$ cat src/rtl/instr_fetch_if.sv
// Fetch-unit bus bundle: the instruction-memory read port, the redirect port
// and the decode-side valid/ready output, all in one interface.
// Ports:
//   mem_addr/mem_rdata        - instruction memory address out, read data back
//   redirect_valid/pc         - branch/jump target load
//   out_valid/ready/instr/pc  - fetched word and its PC toward decode
// Modports: master = the fetch unit, slave = memory/decode/redirect side.
interface instr_fetch_if #(
    parameter int addr_width = 9,
    parameter int data_width = 32
);
    logic [addr_width-1:0] mem_addr;
    logic [data_width-1:0] mem_rdata;
    logic                  redirect_valid;
    logic [addr_width-1:0] redirect_pc;
    logic                  out_valid;
    logic                  out_ready;
    logic [data_width-1:0] out_instr;
    logic [addr_width-1:0] out_pc;

    modport master (
        output mem_addr,
        input  mem_rdata,
        input  redirect_valid,
        input  redirect_pc,
        output out_valid,
        input  out_ready,
        output out_instr,
        output out_pc
    );

    modport slave (
        input  mem_addr,
        output mem_rdata,
        output redirect_valid,
        output redirect_pc,
        input  out_valid,
        output out_ready,
        input  out_instr,
        input  out_pc
    );
endinterface

$ cat src/rtl/instr_fetch.sv
// Instruction fetch: owns the PC, reads a 2-cycle-latency instruction memory, queues {instr, pc}.
// Latency: 3 cycles from address issue to out_valid; redirect target appears 4 cycles after redirect.
// Backpressure: output FIFO absorbs decode stalls; issue stops once FIFO + in-flight reads reach fifo_depth.
//
// Ports:
//   clk  - system clock, all state on the rising edge
//   rst  - synchronous active-high reset (overrides redirect and handshakes)
//   bus  - instr_fetch_if.master: memory read port, redirect port, decode output
module instr_fetch #(
    parameter int                  addr_width = 9,
    parameter int                  data_width = 32,
    parameter logic [addr_width-1:0] reset_pc = '0,
    parameter int                  fifo_depth = 4
) (
    input  logic          clk,
    input  logic          rst,
    instr_fetch_if.master bus
);

    localparam int ptr_w = (fifo_depth > 1) ? $clog2(fifo_depth) : 1;
    localparam int cnt_w = $clog2(fifo_depth + 1);

    // ------------------------------------------------------------------
    // State
    // ------------------------------------------------------------------
    logic [addr_width-1:0] pc;

    // In-flight read pipeline: s1 = address presented last edge,
    // s2 = data for it is on mem_rdata this cycle.
    logic                  s1_v;
    logic [addr_width-1:0] s1_pc;
    logic                  s2_v;
    logic [addr_width-1:0] s2_pc;

    // Output queue storage and bookkeeping.
    logic [data_width-1:0] fifo_instr [fifo_depth];
    logic [addr_width-1:0] fifo_pc    [fifo_depth];
    logic [ptr_w-1:0]      head;
    logic [ptr_w-1:0]      tail;
    logic [cnt_w-1:0]      count;

    // ------------------------------------------------------------------
    // Combinational control
    // ------------------------------------------------------------------
    logic [cnt_w:0]        occupancy;
    logic                  issue;
    logic                  push;
    logic                  pop;
    logic [addr_width-1:0] redirect_target;
    logic [addr_width-1:0] pc_plus4;

    // The low two bits of the redirect target are dropped on purpose.
    logic unused_redirect_lsbs;
    assign unused_redirect_lsbs = ^bus.redirect_pc[1:0];

    function automatic logic [ptr_w-1:0] ptr_next(input logic [ptr_w-1:0] p);
        // Explicit wrap so non-power-of-two depths stay in range.
        if (p == ptr_w'(fifo_depth - 1)) begin
            return '0;
        end
        return p + ptr_w'(1);
    endfunction

    always_comb begin
        // Every slot that a queued word or an outstanding read could land in
        // is reserved. A pop in the same cycle is deliberately not credited,
        // which keeps the check free of any path from out_ready.
        occupancy       = {1'b0, count}
                        + {{cnt_w{1'b0}}, s1_v}
                        + {{cnt_w{1'b0}}, s2_v};
        issue           = (occupancy < (cnt_w + 1)'(fifo_depth)) && !bus.redirect_valid;
        push            = s2_v;
        pop             = (count != '0) && bus.out_ready;
        redirect_target = {bus.redirect_pc[addr_width-1:2], 2'b00};
        // Natural modulo-2^addr_width wrap: top word wraps to address 0.
        pc_plus4        = pc + addr_width'(4);
    end

    // ------------------------------------------------------------------
    // PC and in-flight pipeline
    // ------------------------------------------------------------------
    always_ff @(posedge clk) begin
        if (rst) begin
            pc    <= reset_pc;
            s1_v  <= 1'b0;
            s1_pc <= '0;
            s2_v  <= 1'b0;
            s2_pc <= '0;
        end else if (bus.redirect_valid) begin
            // Squash both outstanding reads; their data returns but is
            // never captured because the valid bits are gone.
            pc    <= redirect_target;
            s1_v  <= 1'b0;
            s2_v  <= 1'b0;
        end else begin
            if (issue) begin
                pc    <= pc_plus4;
                s1_v  <= 1'b1;
                s1_pc <= pc;
            end else begin
                // Memory still sees pc this cycle; the read is simply ignored.
                s1_v  <= 1'b0;
            end
            s2_v  <= s1_v;
            s2_pc <= s1_pc;
        end
    end

    // ------------------------------------------------------------------
    // Output FIFO
    // ------------------------------------------------------------------
    always_ff @(posedge clk) begin
        if (rst) begin
            head  <= '0;
            tail  <= '0;
            count <= '0;
            for (int i = 0; i < fifo_depth; i++) begin
                fifo_instr[i] <= '0;
                fifo_pc[i]    <= '0;
            end
        end else if (bus.redirect_valid) begin
            // Flush; a handshake this cycle is still a completed transfer
            // from decode's point of view, nothing else needs to happen.
            head  <= '0;
            tail  <= '0;
            count <= '0;
        end else begin
            // The issue reservation guarantees space whenever push is high.
            if (push) begin
                fifo_instr[tail] <= bus.mem_rdata;
                fifo_pc[tail]    <= s2_pc;
                tail             <= ptr_next(tail);
            end
            if (pop) begin
                head <= ptr_next(head);
            end
            unique case ({push, pop})
                2'b10:   count <= count + cnt_w'(1);
                2'b01:   count <= count - cnt_w'(1);
                default: count <= count;
            endcase
        end
    end

    // ------------------------------------------------------------------
    // Outputs
    // ------------------------------------------------------------------
    assign bus.mem_addr  = pc;
    assign bus.out_valid = (count != '0);
    assign bus.out_instr = fifo_instr[head];
    assign bus.out_pc    = fifo_pc[head];

endmodule
$ cat src/flat_wrapper.sv
// flat-port wrapper written by rule: the top's interface ports become plain ports
module instr_fetch_flat 
#(
    parameter int                  addr_width = 9,
    parameter int                  data_width = 32,
    parameter logic [addr_width-1:0] reset_pc = '0,
    parameter int                  fifo_depth = 4
)
  (clk, rst, bus_mem_addr, bus_mem_rdata, bus_redirect_valid, bus_redirect_pc, bus_out_valid, bus_out_ready, bus_out_instr, bus_out_pc);
  instr_fetch_if #(.addr_width(addr_width), .data_width(data_width)) bus_i ();
  input  logic clk;
  input  logic rst;
  output wire logic [$bits(bus_i.mem_addr)-1:0] bus_mem_addr;
  input wire logic [$bits(bus_i.mem_rdata)-1:0] bus_mem_rdata;
  input wire logic [$bits(bus_i.redirect_valid)-1:0] bus_redirect_valid;
  input wire logic [$bits(bus_i.redirect_pc)-1:0] bus_redirect_pc;
  output wire logic [$bits(bus_i.out_valid)-1:0] bus_out_valid;
  input wire logic [$bits(bus_i.out_ready)-1:0] bus_out_ready;
  output wire logic [$bits(bus_i.out_instr)-1:0] bus_out_instr;
  output wire logic [$bits(bus_i.out_pc)-1:0] bus_out_pc;
  assign bus_mem_addr = bus_i.mem_addr;
  assign bus_i.mem_rdata = bus_mem_rdata;
  assign bus_i.redirect_valid = bus_redirect_valid;
  assign bus_i.redirect_pc = bus_redirect_pc;
  assign bus_out_valid = bus_i.out_valid;
  assign bus_i.out_ready = bus_out_ready;
  assign bus_out_instr = bus_i.out_instr;
  assign bus_out_pc = bus_i.out_pc;
  instr_fetch #(.addr_width(addr_width), .data_width(data_width), .reset_pc(reset_pc), .fifo_depth(fifo_depth)) u_core (.clk(clk), .rst(rst), .bus(bus_i));
endmodule
$ cat config.mk
export PLATFORM = sky130hd
export DESIGN_NAME = instr_fetch_flat
export DESIGN_NICKNAME = d
export VERILOG_FILES = /design/src/rtl/instr_fetch_if.sv /design/src/rtl/instr_fetch.sv /design/src/flat_wrapper.sv
export SDC_FILE = /design/constraint.sdc
export NUM_CORES = 1
export LEC_CHECK = 0
export ABC_AREA = 1
export CAP_MARGIN = 20
export CORE_ASPECT_RATIO = 1.4
export CORE_MARGIN = 1
export CORE_UTILIZATION = 40
export CTS_BUF_LIST = sky130_fd_sc_hd__clkbuf_8
export DETAILED_ROUTE_END_ITERATION = 10
export GPL_TIMING_DRIVEN = 0
export MAX_ROUTING_LAYER = met4
export REMOVE_ABC_BUFFERS = 1
export SLEW_MARGIN = 10
export SYNTH_ARGS = -nofsm -noshare
export SYNTH_HDL_FRONTEND = slang
export SYNTH_SLANG_ARGS = --single-unit
$ cat constraint.sdc
create_clock -name clk -period 6.7 [get_ports clk]
set_input_delay 2.01 -clock clk [delete_from_list [all_inputs] [get_ports clk]]
set_output_delay 2.01 -clock clk [all_outputs]
set_load 0.05 [all_outputs]
=== Word level (Yosys, flattened, before mapping) ===
Memories as Yosys holds them, arrays and structs flattened. A register that Yosys moved wholly into a read port is not among the register bits.
Cells that the tools add are included.

* Bits in registers: 36
* RAM bits: 164
* Output and inout port bits: 51
* Memories: 2

{| class="wikitable"
|+ Memory list
! memory !! depth !! bits a word !! rd ports !! clocked after Yosys merged registers in !! wr ports !! line !! source
|-
| u_core.fifo_instr || 4 || 32 || 1 || 1 || 4 || instr_fetch.sv:36 || <nowiki>logic [data_width-1:0] fifo_instr [fifo_depth];</nowiki>
|-
| u_core.fifo_pc || 4 || 9 || 1 || 1 || 4 || instr_fetch.sv:37 || <nowiki>logic [addr_width-1:0] fifo_pc [fifo_depth];</nowiki>
|}

* Add/sub/neg operators: 7
* $lt $le $gt $ge: 1
* Equality and inequality tests: 4
* Muxes and demuxes: 32
* Bitwise operators: 1
* Reduce and logical (&&, ||, !) cells: 10

{| class="wikitable"
|+ Operators by type and width
! cell !! number
|-
| $mux 32 || 1
|-
| $reduce_or 32->1 || 1
|-
| $mux 9 || 3
|-
| $mux 2 || 10
|-
| $mux 1 || 17
|-
| $add 9x3->9 const B || 1
|-
| $reduce_or 9->1 || 1
|-
| $eq 2x2->1 const B || 3
|-
| $pmux 3 s2 || 1
|-
| $add 2x1->2 const B || 2
|-
| $add 3x1->4 || 1
|-
| $add 4x1->4 || 1
|-
| $lt 4x3->1 const B || 1
|-
| $reduce_bool 2->1 || 2
|-
| $add 3x1->3 const B || 1
|-
| $reduce_bool 3->1 || 1
|-
| $sub 3x1->3 const B || 1
|-
| $eq 2x1->1 const B || 1
|-
| $logic_and 1x1->1 || 2
|-
| $reduce_and 2->1 || 1
|-
| $reduce_or 2->1 || 1
|-
| $logic_not 1->1 || 1
|-
| $not 1->1 || 1
|}

=== Depth between registers and ports, before layout ===
Gate-level depths: netlist (run 1).

* Word-level depth: 8
* Gate-level depth with buffers: 12
* Gate-level depth less buffers: 12

=== Worst setup path after synthesis (run 1) ===
Ideal clock, no wire load.

* Kind: input to register
* Start: in bus_redirect_valid
* End: mem u_core.fifo_instr[2][0] (enable)
* Library setup time: 397 ps
* Data arrival time: 3556 ps
* Data required time: 6303 ps
* Setup slack: 2747 ps
* Stages: 8
* Buffers on the path: 1
* Cells stage by stage: nor2_4 -> inv_2 -> nor2_2 -> inv_2 -> nor2_4 -> nand2_2 -> buf_6 -> nand2_1

{| class="wikitable"
|+ RTL lines
! what !! line !! source
|-
| start, declared || flat_wrapper.sv:15 || <nowiki>input wire logic [$bits(bus_i.redirect_valid)-1:0] bus_redirect_valid;</nowiki>
|-
| end, declared || instr_fetch.sv:36 ||
|}

==> summary.md, run 1 <==
| Metric | Value |
|---|---|
| Vias in the first global route | 5512 |
| Critical path required time | 6.92 ns |
| Die area | 20720 µm² |
| I/O pin cnt | 96 |
| Layout area overhead | 18.40% |
| Final-stage net count | 910 |
| Min-Delay Endpoint | u_core.push |
| Reg2reg path depth | 7 |
| Vias | 5638 |
| Dpl cell area | 9153 µm² |
| HP Class | register to register |
| Reg2Reg Setup Slack | 3.23 ns |
| Global Route Usage Sum | 18.59% |
| Status | completed |
| TritonCTS Buffers | 17 |
| Largest net degree at the start of global routing | 80 |
| First-pass GRT wire length | 27930 µm |
| H-tree levels | 4 |
| Slew headroom | 30.92% |
| WS Path Type | primary input to register |
| DR vias/cell | 5.016 |
| DP HPWL | 9890 µm |
| Sink Count | 188 |
| CTS tree | built |
| Post-Syn Area per Cell | 10.16 µm² |
| Clock Path Buffers | 2 |
| Hold Startpoint | u_core.s1_v |
| Distinct cell type count after synthesis | 24 |
| GRT overflow | 0 |
| Antenna diode count | 0 |
| Comb pwr share | 9.6% |
| Clock slew at reported path FFs | 0.08 ns |
| #FFs+latches synth | 188 |
| Total Routed Length | 17820 µm |
| Count leader, synth | nor2_1 |
| Net Sw Frac | 23.67% |
| Synth Instances | 793 |
| Max VDD drop | 0.1206 mV |
| Leak Pwr | 3.736 nW |
| Row count | 61 |
| Fin crit period | 5.815 ns |
| Initial antenna violation count | 0 |
| Hold Vio Cnt, Final | 0 |
| Top FF cell, synth | edfxtp_1 |
| Sequential power share | 58.3% |
| TritonRoute pass-1 iters | 5 |
| Number of setup buffers added after CTS | 0 |
| DRC | 0 |
| CP Capture Type | register |
| Max Clock Freq | 172.0 MHz |
| Final setup violating endpoints | 0 |
| DR iter-0 viols | 439 |
| Worst Tran Pin Value | 1.033 ns |
| Post-synth ARST share | 0% |
| Synth area leaders | edfxtp_1 58%, nor2_1 12%, dfxtp_1 8.0% |
| Die W | 121.9 µm |
| Power Density | 237.2 nW/µm² |
| Initial Utilization | 40.76% |
| Mapped Area | 8056 µm² |
| Core area | 19770 µm² |
| CTS resizes | 0 |
| Hold Slack | 0.4390 ns |
| MaxCap Viol Count | 0 |
| Number of routed nets with antenna violations | 0 |
| Worst-path fanout max | 41 |
| Register area share after synthesis | 66.10% |
| Max-slew violation count | 0 |
| Post-Layout Inst Area | 9539 µm² |
| CTS Hold Bufs | 0 |
| Critical path arrival | 6.03 ns |
| RSZ-0062 raised after global routing | false |
| Reg-to-reg endpoint | u_core.fifo_instr[2][8] |
| Startpoint types | primary input |
| Worst-skew pair later-pin latency | 0.46 ns |
| EDFF count, synth | 156 |
| Synth warn | 0 |
| Post-route clock period utilization | 86.79% |
| Synth top cells by count | 247 x nor2_1, 156 x edfxtp_1, 93 x o21ai_0 |
| P_int | 0.001727 W |
| Area share of the largest cell type after synthesis | 58.15% |
| Hold path depth | 2 |
| RePlAce Congestion | 0.7722 |
| Die height | 169.9 µm |
| Port bufs | 89 |
| RR Startpoint | u_core.push |
| Skew final | 0.01130 ns |
| Cell taking the most area after synthesis | edfxtp_1 |
| Share of layout cells above drive strength 1 | 5.505% |
| WL/cell | 15.85 µm |
| Root buf cell | clkbuf_8 |
| Clock power share | 32.2% |
| Sw power | 0.0005355 W |
kinds of logic (layout without fill, tap and decap cells):
logic type | after synthesis | after routing | share of synthesized area, %
AO/OA/AOI/OAI | 157 | 157 | 10.45
buffers and inverters | 117 | 193 | 6.538
other | 1 | 4 | 0.04655
adder cells (fa/ha/maj) | 6 | 6 | 1.025
flip-flops | 188 | 188 | 66.10
AND/OR/NAND/NOR | 324 | 324 | 15.84
layout make-up:
cell class	count	area, µm²
Clock buffer	20	275.3
Clock inverter	12	111.4
Fill cell	1845	10230
Inverter	66	250.2
Multi-Input combinational cell	491	2231
Sequential cell	188	5330
Tap cell	252	315.3
Timing Repair Buffer	95	1026
power by group through the flow:
stage	Sequential, W	Clock [W]	Combinational, W
after floorplan	0.00135	0	0.000116
after global placement	0.00135	0	0.000211
after detailed placement	0.00135	0	0.000219
after CTS	0.00132	0.000741	0.000220
after global routing	0.00132	0.000784	0.000233
final	0.00132	0.000728	0.000216
flip-flops by register name, summed over array words and instances (netlist names), named ones only:
signal,cells
u_core.bus.mem_addr,7
u_core.count,3
u_core.fifo_instr,128
u_core.fifo_pc,28
u_core.head,2
u_core.push,1
u_core.s1_pc,7
u_core.s1_v,1
u_core.s2_pc,7
u_core.tail,2
worst max-delay path, stage by stage:
cell and delay (ns):
clkdlybuf4s50_1 1.00, nor2_4 0.13, inv_2 0.14, nor2_2 0.06, inv_2 0.69, nor2_4 0.05, nand2_2 0.78, nand2_2 0.76
buf_16 0.40
worst max-delay path by stage:
stage | startpoint | endpoint | slack [ns] | depth (start not counted)
after floorplan | register | bus_out_instr[0] | 1.48 | 3
after global placement | register | bus_out_pc[3] | -1.44 | 4
after detailed placement | bus_redirect_valid | u_core.fifo_instr[2][31] | 0.29 | 9
after CTS | bus_redirect_valid | u_core.fifo_instr[2][19] | 0.77 | 9
after global routing | bus_redirect_valid | u_core.fifo_instr[2][19] | 0.55 | 9
final | bus_redirect_valid | u_core.fifo_instr[2][8] | 0.89 | 9
per-layer routing:
| metal | wire [µm] | share of wire, % | vias up | track usage (%) |
|---|---|---|---|---|
| li1 | - | - | 2797 | - |
| met1 | 7495 | 42 | 2712 | 21.14 |
| met2 | 9328 | 52 | 112 | 32.62 |
| met3 | 783 | 4.4 | 17 | 3.820 |
| met4 | 210 | 1.2 | 0 | 5.368 |
| met5 | 0 | 0 | - | - |
layout by cell type (no fill, tap or decap), drive strengths merged, types with 6 or more instances in the layout:
cell type	count
a21oi	22
buf	6
clkbuf	20
clkdlybuf4s50	89
dfxtp	32
edfxtp	156
inv	72
nand2	49
nand3	20
nor2	250
o21ai	93
o22ai	39
per-stage QoR:
stage	util, %	instances	setup TNS (ns)	setup slack (ns)	total power (W)
6_report	48.26	1124	0	0.8850	0.002263
5_1_grt	48.26	1124	0	0.5534	0.002340
4_1_cts	48.26	1124	0	0.7722	0.002280
3_5_place_dp	46.30	1092	0	0.2911	0.001564
3_3_place_gp	45.50	1086	-133.20	-1.439	0.001559
2_1_floorplan	-	745	0	1.483	0.001468
Power figures use the tool's default switching activity.
==> run 2: changes to the inputs <==
CTS_CLUSTER_SIZE = 14   (was default)
==> results of run 2 <==
Final layout, timing and power as in run 1 (identical DEF).
